<file path="src/rtl/uart_tx_frame.sv">
// uart_tx_frame: valid/ready UART transmitter, LSB-first, start/data/[parity]/stop frame.
// Define UART_TX_PARITY_EN to insert a parity bit after the MSB (PARITY_ODD selects odd).
module uart_tx_frame #(
    parameter int CLKS_PER_BIT = 868,
    parameter int DATA_BITS    = 8,
    parameter int STOP_BITS    = 1,
    parameter int PARITY_ODD   = 0
) (
    input  logic                 clkin,
    input  logic                 rst,
    input  logic [DATA_BITS-1:0] tx_data,
    input  logic                 tx_valid,
    output logic                 tx_ready,
    output logic                 tx,
    output logic                 busy
);

    localparam int CNT_W = $clog2(CLKS_PER_BIT);
    localparam int IDX_W = $clog2(DATA_BITS + 1);
    localparam logic [CNT_W-1:0] CNT_LAST  = CNT_W'(CLKS_PER_BIT - 1);
    localparam logic [IDX_W-1:0] DATA_LAST = IDX_W'(DATA_BITS - 1);
    localparam logic [IDX_W-1:0] STOP_LAST = IDX_W'(STOP_BITS - 1);

    generate
        if (CLKS_PER_BIT < 2) begin : g_bad_clks
            $error("uart_tx_frame: CLKS_PER_BIT must be >= 2");
        end
        if (DATA_BITS < 5 || DATA_BITS > 9) begin : g_bad_data
            $error("uart_tx_frame: DATA_BITS must be 5..9");
        end
        if (STOP_BITS != 1 && STOP_BITS != 2) begin : g_bad_stop
            $error("uart_tx_frame: STOP_BITS must be 1 or 2");
        end
        if (PARITY_ODD != 0 && PARITY_ODD != 1) begin : g_bad_par
            $error("uart_tx_frame: PARITY_ODD must be 0 or 1");
        end
    endgenerate

`ifdef UART_TX_PARITY_EN
    typedef enum logic [2:0] {
        S_IDLE   = 3'd0,
        S_START  = 3'd1,
        S_DATA   = 3'd2,
        S_PARITY = 3'd3,
        S_STOP   = 3'd4
    } state_t;
`else
    typedef enum logic [2:0] {
        S_IDLE  = 3'd0,
        S_START = 3'd1,
        S_DATA  = 3'd2,
        S_STOP  = 3'd4
    } state_t;
`endif

    state_t               state_q, state_d;
    logic [CNT_W-1:0]     cnt_q, cnt_d;
    logic [IDX_W-1:0]     idx_q, idx_d;
    logic [DATA_BITS-1:0] shift_q, shift_d;
    logic                 tx_q, tx_d;
    logic                 bit_done;
`ifdef UART_TX_PARITY_EN
    logic                 parity_q, parity_d;
`endif

    always_ff @(posedge clkin or posedge rst) begin
        if (rst) begin
            state_q  <= S_IDLE;
            cnt_q    <= '0;
            idx_q    <= '0;
            shift_q  <= '0;
            tx_q     <= 1'b1;
`ifdef UART_TX_PARITY_EN
            parity_q <= 1'b0;
`endif
        end else begin
            state_q  <= state_d;
            cnt_q    <= cnt_d;
            idx_q    <= idx_d;
            shift_q  <= shift_d;
            tx_q     <= tx_d;
`ifdef UART_TX_PARITY_EN
            parity_q <= parity_d;
`endif
        end
    end

    // idx counts data bits in DATA and stop bits in STOP; it is zero on entry to both.
    always_comb begin
        state_d  = state_q;
        cnt_d    = cnt_q + CNT_W'(1);
        idx_d    = idx_q;
        shift_d  = shift_q;
        bit_done = (cnt_q == CNT_LAST);
`ifdef UART_TX_PARITY_EN
        parity_d = parity_q;
`endif
        case (state_q)
            S_IDLE: begin
                cnt_d = '0;
                idx_d = '0;
                if (tx_valid) begin
                    state_d  = S_START;
                    shift_d  = tx_data;
`ifdef UART_TX_PARITY_EN
                    parity_d = (^tx_data) ^ (PARITY_ODD != 0);
`endif
                end
            end
            S_START: begin
                if (bit_done) begin
                    state_d = S_DATA;
                    cnt_d   = '0;
                end
            end
            S_DATA: begin
                if (bit_done) begin
                    cnt_d = '0;
                    if (idx_q == DATA_LAST) begin
                        idx_d   = '0;
`ifdef UART_TX_PARITY_EN
                        state_d = S_PARITY;
`else
                        state_d = S_STOP;
`endif
                    end else begin
                        idx_d   = idx_q + IDX_W'(1);
                        shift_d = shift_q >> 1;
                    end
                end
            end
`ifdef UART_TX_PARITY_EN
            S_PARITY: begin
                if (bit_done) begin
                    state_d = S_STOP;
                    cnt_d   = '0;
                end
            end
`endif
            S_STOP: begin
                if (bit_done) begin
                    cnt_d = '0;
                    if (idx_q == STOP_LAST) begin
                        state_d = S_IDLE;
                        idx_d   = '0;
                    end else begin
                        idx_d   = idx_q + IDX_W'(1);
                    end
                end
            end
            default: begin
                state_d = S_IDLE;
                cnt_d   = '0;
                idx_d   = '0;
            end
        endcase
    end

    // tx is registered from the next state so the start bit lands on the handshake edge.
    always_comb begin
        case (state_d)
            S_START:  tx_d = 1'b0;
            S_DATA:   tx_d = shift_d[0];
`ifdef UART_TX_PARITY_EN
            S_PARITY: tx_d = parity_d;
`endif
            default:  tx_d = 1'b1;
        endcase
        tx_ready = (state_q == S_IDLE);
        busy     = ~tx_ready;
        tx       = tx_q;
    end

endmodule
</file>
<file path="config.mk">
export PLATFORM = sky130hd
export DESIGN_NAME = uart_tx_frame
export DESIGN_NICKNAME = d
export VERILOG_FILES = /design/src/rtl/uart_tx_frame.sv
export SDC_FILE = /design/constraint.sdc
export NUM_CORES = 1
export LEC_CHECK = 0
export ABC_AREA = 1
export BUFFER_PORTS_ARGS = -buffer_cell sky130_fd_sc_hd__clkbuf_2
export CAP_MARGIN = 30
export CORE_MARGIN = 2
export CORE_UTILIZATION = 62
export CTS_CLUSTER_SIZE = 8
export DETAILED_ROUTE_END_ITERATION = 12
export PLACE_DENSITY_LB_ADDON = 0.08
export RECOVER_POWER = 50
export SYNTH_ARGS = -nofsm -noshare
export SYNTH_HDL_FRONTEND = slang
export SYNTH_SLANG_ARGS = --single-unit
</file>
<file path="constraint.sdc">
create_clock -name clkin -period 3.8 [get_ports clkin]
set_clock_uncertainty 0.1 [all_clocks]
set_input_delay 0.19 -clock clkin [delete_from_list [all_inputs] [get_ports clkin]]
set_output_delay 0.19 -clock clkin [all_outputs]
set_load 0.05 [all_outputs]
</file>
# After elaboration in Yosys (flattened, before gate mapping)
# Cells that the tools add are included.
# word_totals
in_bits,11
reg_bits,26
# op_classes
eq_ne,11
add_sub_neg,2
n_mux,19
reduce_logical,6
bitwise_logic,2
# op_table
operator,count
$mux 8,3
$mux 10,2
$mux 3,6
$mux 4,4
$pmux 8 s2,1
$pmux 3 s4,1
$pmux 4 s3,1
$add 10x1->10 const B,1
$eq 10x10->1 const B,1
$ne 2x2->1 const B,4
$eq 3x1->1 const B,2
$eq 3x2->1 const B,2
$add 4x1->4 const B,1
$eq 4x3->1 const B,1
$logic_not 4->1,1
$reduce_and 4->1,1
$eq 3x3->1 const B,1
$logic_not 3->1,1
$reduce_and 3->1,1
$reduce_or 3->1,1
$not 1->1,2
$pmux 1 s2,1
$reduce_bool 2->1,1

# Longest topological paths before layout
# Gate-level depths: netlist (run 1).
# logic_depth
depth_word,6
ltp_mapped,10
ltp_nobuf,10

# Least setup slack after synthesis (run 1)
# OpenSTA, ideal clock, no wires.
# synth_timing
kind,register to register
start,register state_q[0]
end,register tx_q (netlist: tx)
setup_ps,61
required_ps,3639
slack_ps,1642
path_buffers,0
arrival_ps,1997
period_less_slack_ps,2158
stages_incl_launch_ff,10
path_cell_list,dfrtp_1 nor3_2 inv_2 nor2_8 nand2_2 nand2_1 inv_1 nand2_2 nand2_1 nand2_1
# synth_rtl
item,line_no,rtl
from (decl),56,"state_t state_q, state_d;"
from (signal assigned),77,state_q <= state_d;
$logic_not 3->1,--,
named net tx_ready,13,"output logic tx_ready,"
$pmux 8 s2,98,case (state_q)
named net shift_d[0],59,"logic [DATA_BITS-1:0] shift_q, shift_d;"
$pmux 1 s2,161,case (state_d)
named net tx_d,60,"logic tx_q, tx_d;"
to (signal assigned),81,tx_q <= tx_d;
to (decl),60,
# The timed path passes the listed nets, and every way through them passes these cells.
# A chain may end at the register's enable or synchronous reset.

# Worst setup path after layout (run 1)
# layout_timing
start,register state_q[2]
end,output port busy
# layout_via
elab_chain_cells,2
# layout_rtl
item,line_no,rtl
$logic_not 3->1,169,tx_ready = (state_q == S_IDLE);
$not 1->1,170,busy = ~tx_ready;
to (decl),15,output logic busy
# Every way passes these cells.

==> impl_metrics.tcl, run 1 <==
set metrics [dict create \
    antenna_found_initial 0 \
    dp_hpwl_um 1980 \
    diodes 0 \
    start_util_pct 64.8 \
    leakage_uw 0.000849 \
    timing.slew.headroom_pct 37.8 \
    rows 17 \
    p_sw_share_pct 29.5 \
    yosys_warnings 0 \
    antenna_left 0 \
    yosysMostFrequentCell "nand2_1" \
    htreeDepth 1 \
    grt_max_degree 19 \
    min_to "shift_q[0]$_DFF_PP0_" \
    drv_slew 0 \
    wl_um 2660 \
    async_flop_share_pct 100 \
    clock_sinks 26 \
    drive_gt1_share_pct 22.0 \
    die_y_um 51.8 \
    fmax_mhz 606 \
    worst_setup_path_end_kind "output pin" \
    syn_area_um2 1420 \
    areaGrowthSynthToFinish_pct 16.5 \
    path_clk_slew_ns 0.14 \
    nNetsFinal 206 \
    path_class "reg -> out" \
    finalHoldViolCount 0 \
    r2r.worst_path.cells 7 \
    synth_area_leaders "dfrtp_1 44%, nand2_1 10%, inv_1 5.0%" \
    rsz0062_at_grt "false" \
    cts_buffer_depth 2 \
    seqPwrFrac_pct 51.8 \
    min_path_type "in -> reg" \
    synth_ff_type "dfrtp_1" \
    synth_edf_count 0 \
    syn-num-nets 179 \
    status "finished, final reports clean" \
    cp.required_ns 3.51 \
    cts_resized 0 \
    vias_per_cell 5.17 \
    vdd.ir_drop.worst_mv 0.307 \
    regToRegSetupSlack_ns 2.16 \
    synth_top_area_share_pct 44.1 \
    io_buffers 13 \
    crit_fanout 3 \
    clock_latency_ns 0.32 \
    cp-start-kind "flop" \
    cp_data_arrival_time_ns 1.36 \
    core_um2 2190 \
    hold_start "tx_data[0]" \
    seq_area_frac_synth_pct 45.9 \
    drt_first_pass_iters 5 \
    routed-via-count 1133 \
    clkPwrFrac_pct 26.7 \
    synth_largest_area_cell "dfrtp_1" \
    wl_per_cell_um 12.1 \
    drc 0 \
    period_share_pct 43.4 \
    synth-seq-cells 26 \
    fin_worst_hold_slack_ns 0.0759 \
    cts_made_buffers 3 \
    grt-ovfl-total 0 \
    syn_inst 165 \
    grt_pass1_vias 1140 \
    track_usage_pct 22.8 \
    setup_tns_ns 0 \
    switching_power_uw 207 \
    gp_congestion 0.833 \
    timing.final.crit_period_ns 1.65 \
    syn_avg_cell_area_um2 8.60 \
    die-area_um2 2690 \
    fillers 153 \
    pwr_density_cell_nw_per_um2 424 \
    p_int_uw 493 \
    p_comb_share_pct 21.5 \
    ctsRootBufferMaster "clkbuf_4" \
    grt_pass1_wl_um 4600 \
    ys_top_cells_by_count "38 x nand2_1, 25 x dfrtp_1, 19 x inv_1" \
    setup_viol 0 \
    detail_route.iter0.violations 20 \
    whs_path_depth 5 \
    r2r_end "shift_q[4]$_DFFE_PP0P_" \
    die_x_um 51.8 \
    tritoncts "built" \
    rr_startpoint "cnt_q[0]$_DFF_PP0_" \
    max_cap_violations 0 \
    tightest_slew_ns 0.934 \
    synth_cell_types 29 \
    ios 14 \
]
## kinds of logic after synthesis
logic type,Yosys count,share of synthesized area [%]
AOI/OAI and AO/OA,25,10.1
xor gates and xnor gates,2,1.23
adders and majority gates,3,2.65
buffers and inverters,24,6.44
DFF,26,45.9
and+or+nand+nor,85,33.6
## layout by cell type (no fill, tap or decap), drive strengths merged
| cell type | count |
|---|---|
| bufinv | 1 |
| dfrtp | 25 |
| nand3 | 14 |
| nand3b | 1 |
| dfstp | 1 |
| a22o | 1 |
| and3b | 1 |
| or2 | 1 |
| clkbuf | 17 |
| o211ai | 1 |
| clkinv | 1 |
| nand2 | 44 |
| nor3 | 5 |
| dlygate4sd3 | 8 |
| inv | 23 |
| a21oi | 10 |
| a22oi | 5 |
| ha | 3 |
| xor2 | 2 |
| o21ai | 8 |
| nor2 | 19 |
## what timing repair did
item | CTS | global route
buffers inserted | 0 | 0
hold buffers | 8 | 0
endpoints found under the hold margin | 14 | 0
setup endpoints to repair | 0 | 0
## registers in the layout (all words and copies together) (netlist names)
| register | flops |
|---|---|
| shift_q | 8 |
| idx_q | 4 |
| cnt_q | 10 |
| state_q | 3 |
| tx | 1 |
## through the flow
stage | instances | setup slack (ns) | instance area [um2] | power [uW] | utilization [%]
6_report | 219 | 2.15 | 1650 | 700 | 75.4
5_1_grt | 219 | 1.93 | 1650 | 743 | 75.4
4_1_cts | 219 | 2.12 | 1680 | 714 | 76.6
3_5_place_dp | 207 | 2.19 | 1550 | 515 | 70.6
3_3_place_gp | 206 | 2.24 | 1520 | 506 | 69.3
2_1_floorplan | 165 | 1.64 | 1420 | 477 | -
## final cells by class
class	instances	area (um2)	area share (%)
multi-input cells	115	673	40.7
well taps	28	35.0	2.12
clock inverters	1	30.0	1.82
repair buffers	22	149	9.01
clock buffers	3	22.5	1.36
inverters	24	91.3	5.53
flip-flops and latches	26	652	39.4
## worst max-delay path by stage
stage	startpoint	end	slack (ns)	cells after the start
2_1_floorplan	state_q[0]$_DFF_PP0_	tx$_DFF_PP1_	1.64	9
3_3_place_gp	idx_q[0]$_DFFE_PP0P_	tx$_DFF_PP1_	2.24	9
3_5_place_dp	cnt_q[0]$_DFF_PP0_	tx$_DFF_PP1_	2.19	10
4_1_cts	state_q[2]$_DFF_PP0_	busy	2.12	3
5_1_grt	rst	cnt_q[7]$_DFF_PP0_	1.93	4
6_report	state_q[2]$_DFF_PP0_	busy	2.15	3
## power by group through the flow
| stage | registers [uW] | logic [uW] | clock network (uW) |
|---|---|---|---|
| 4_1_cts | 362 | 155 | 197 |
| 6_report | 362 | 151 | 187 |
| 5_1_grt | 369 | 171 | 202 |
| 2_1_floorplan | 361 | 116 | 0 |
| 3_3_place_gp | 365 | 141 | 0 |
| 3_5_place_dp | 367 | 148 | 0 |
## layer usage
layer	global-route usage, %	vias to the layer above	part of all wire (%)
li1	-	582	-
met1	28.2	528	47
met2	39.0	14	49
met3	3.74	9	1.7
met4	9.65	0	2.3
met5	0	-	0
## critical path, cell delays in order (launching register included)
cell and delay [ns]:
dfrtp_1 0.43, nor3_2 0.26, inv_2 0.10, clkbuf_2 0.25
(Power assumes the default switching activity.)
==> run 2, diff against run 1 <==
--- a/config.mk
+++ b/config.mk
@@ -9,7 +9,7 @@
 export BUFFER_PORTS_ARGS = -buffer_cell sky130_fd_sc_hd__clkbuf_2
 export CAP_MARGIN = 30
 export CORE_MARGIN = 2
-export CORE_UTILIZATION = 62
+export CORE_UTILIZATION = 52
 export CTS_CLUSTER_SIZE = 8
 export DETAILED_ROUTE_END_ITERATION = 12
 export PLACE_DENSITY_LB_ADDON = 0.08
==> constraint.sdc (replaced) <==
create_clock -name clkin -period 1.4 [get_ports clkin]
set_clock_uncertainty 0.1 [all_clocks]
set_input_delay 0.07 -clock clkin [delete_from_list [all_inputs] [get_ports clkin]]
set_output_delay 0.07 -clock clkin [all_outputs]
set_load 0.05 [all_outputs]
==> run 2 against run 1 <==
Effect of this change: the flow now finishes with violations (setup timing); worst setup slack lost 2.3 ns; highest routed layer unchanged; combinational power grew to 5.0 times the previous value; non-clock buffer count is 26 higher; sequential power grew to 2.8 times the previous value; critical path type is now reg -> reg.
==> impl_metrics.tcl, run 2 (synthesis gave the netlist of run 1 again) <==
set metrics [dict create \
    drive_gt1_share_pct 45.2 \
    drc 0 \
    die_x_um 56.2 \
    r2r_end "idx_q[2]$_DFFE_PP0P_" \
    wl_per_cell_um 13.0 \
    setup_slack_ns -0.138 \
    diodes 0 \
    cts_buffer_depth 2 \
    layout_common_cells "31 x nand2_1, 22 x dfrtp_1, 19 x buf_4" \
    dp_hpwl_um 2140 \
    cp.required_ns 1.55 \
    crit_fanout 7 \
    tritoncts "built" \
    setup_tns_ns -1.92 \
    pwr_density_cell_nw_per_um2 1100 \
    nNetsFinal 232 \
    grt_pass1_wl_um 5380 \
    io_buffers 13 \
    setup_viol 24 \
    wl_met2_um 1670 \
    grt_max_degree 18 \
    detail_route.iter0.violations 40 \
    routed-via-count 1242 \
    fillers 152 \
    leakage_uw 0.00102 \
    seq_area_um2 656 \
    hold_start "tx_valid" \
    multiInputGateArea_um2 823 \
    regToRegSetupSlack_ns -0.14 \
    vias_per_cell 5.03 \
    rows 18 \
    final_common_cell "nand2_1" \
    path_class "reg -> reg" \
    period_share_pct 110 \
    clock_sinks 26 \
    violations "setup timing" \
    dp.cells 227 \
    antenna_left 0 \
    worst_setup_path_end_kind "flop" \
    drt-met1-wl_um 1400 \
    whs_path_depth 5 \
    ctsRootBufferMaster "clkbuf_4" \
    clock_latency_ns 0.31 \
    die-area_um2 3160 \
    die_y_um 56.2 \
    grt_pass1_vias 1274 \
    fin_total_pwr_uw 2280 \
    core_um2 2520 \
    antenna_found_initial 0 \
    r2r.worst_path.cells 9 \
    ios 14 \
    min_to "state_q[0]$_DFF_PP0_" \
    finalHoldViolCount 0 \
    status "finished with violations" \
    max_cap_violations 0 \
    cp_data_arrival_time_ns 1.69 \
    cp-start-kind "flop" \
    start_util_pct 56.3 \
    track_usage_pct 21.4 \
    drv_slew 0 \
    cts_made_buffers 3 \
    timing.slew.headroom_pct 72.2 \
    vdd.ir_drop.worst_mv 1.24 \
    htreeDepth 1 \
    wl_um 3200 \
    min_path_type "in -> reg" \
    fmax_mhz 650 \
    place_area_um2 1690 \
    wl_met3_um 78 \
    largest_register_ff_count 10 \
    rr_startpoint "cnt_q[1]$_DFF_PP0_" \
    grt-ovfl-total 0 \
    tightest_slew_ns 0.417 \
    areaGrowthSynthToFinish_pct 45.9 \
    setup.worst_path.start "cnt_q[1]$_DFF_PP0_" \
    postLayoutCellArea_um2 2070 \
    rsz0062_at_grt "true" \
    routed.top_layer "met4" \
    fin_cells 247 \
    drt_first_pass_iters 4 \
    gp_congestion 0.810 \
    path_clk_slew_ns 0.14 \
    timing.final.crit_period_ns 1.54 \
    top_register "cnt_q" \
    reg_top3 "cnt_q: 10 flops, shift_q: 8 flops, idx_q: 4 flops" \
]
run 2: final cells by class:
type                            count  share of cell area (%)
Sequential cell                    26                    31.7
Timing Repair Buffer               48                    19.3
Tap cell                           30                    1.81
Inverter                           24                    4.84
Multi-Input combinational cell    115                    39.8
Clock buffer                        3                    1.09
Clock inverter                      1                    1.45
run 2: per-stage QoR:
stage	hold slack, ns	utilization, %	worst slack [ns]
floorplan	0.00928	-	-0.417
global placement	-0.0463	67.0	-0.122
detailed placement	-0.0276	67.0	-0.175
CTS	0.0950	77.5	-0.165
global route	0.136	82.0	-0.262
finish	0.117	82.0	-0.138
run 2: layer usage:
metal / vias up / GRT usage (%)
li1: 641 / -
met1: 578 / 29.1
met2: 17 / 34.8
met3: 6 / 3.26
met4: 0 / 7.48
met5: - / 0
run 2: timing repair:
item,4_1_cts,5_1_grt
setup buffers,4,3
gates resized for setup,21,30
endpoints found under the setup margin,23,27
hold endpoints to repair,34,0
hold buffers,9,0
pin swaps,14,15
gates cloned,0,0
run 2: report_power, final:
group | switching [uW] | leakage, uW | internal (uW)
Combinational | 386 | 0.000656 | 369
Clock | 215 | 0.0000279 | 289
Sequential | 130 | 0.000337 | 888
Total | 732 | 0.00102 | 1550
run 2: worst max-delay path by stage:
stage,slack [ns],end
2_1_floorplan,-0.42,tx$_DFF_PP1_
3_3_place_gp,-0.12,tx$_DFF_PP1_
3_5_place_dp,-0.17,tx$_DFF_PP1_
4_1_cts,-0.16,shift_q[5]$_DFFE_PP0P_
5_1_grt,-0.26,tx$_DFF_PP1_
6_report,-0.14,idx_q[2]$_DFFE_PP0P_
run 2: critical path, cell delays in order (launching register included):
cell      delay [ns]
dfrtp_1         0.43
ha_4            0.19
nand2_4         0.06
nor2_4          0.09
nand3_4         0.14
nand2_4         0.14
nand2_4         0.08
clkinv_4        0.08
nand2_2         0.05
a21oi_2         0.11
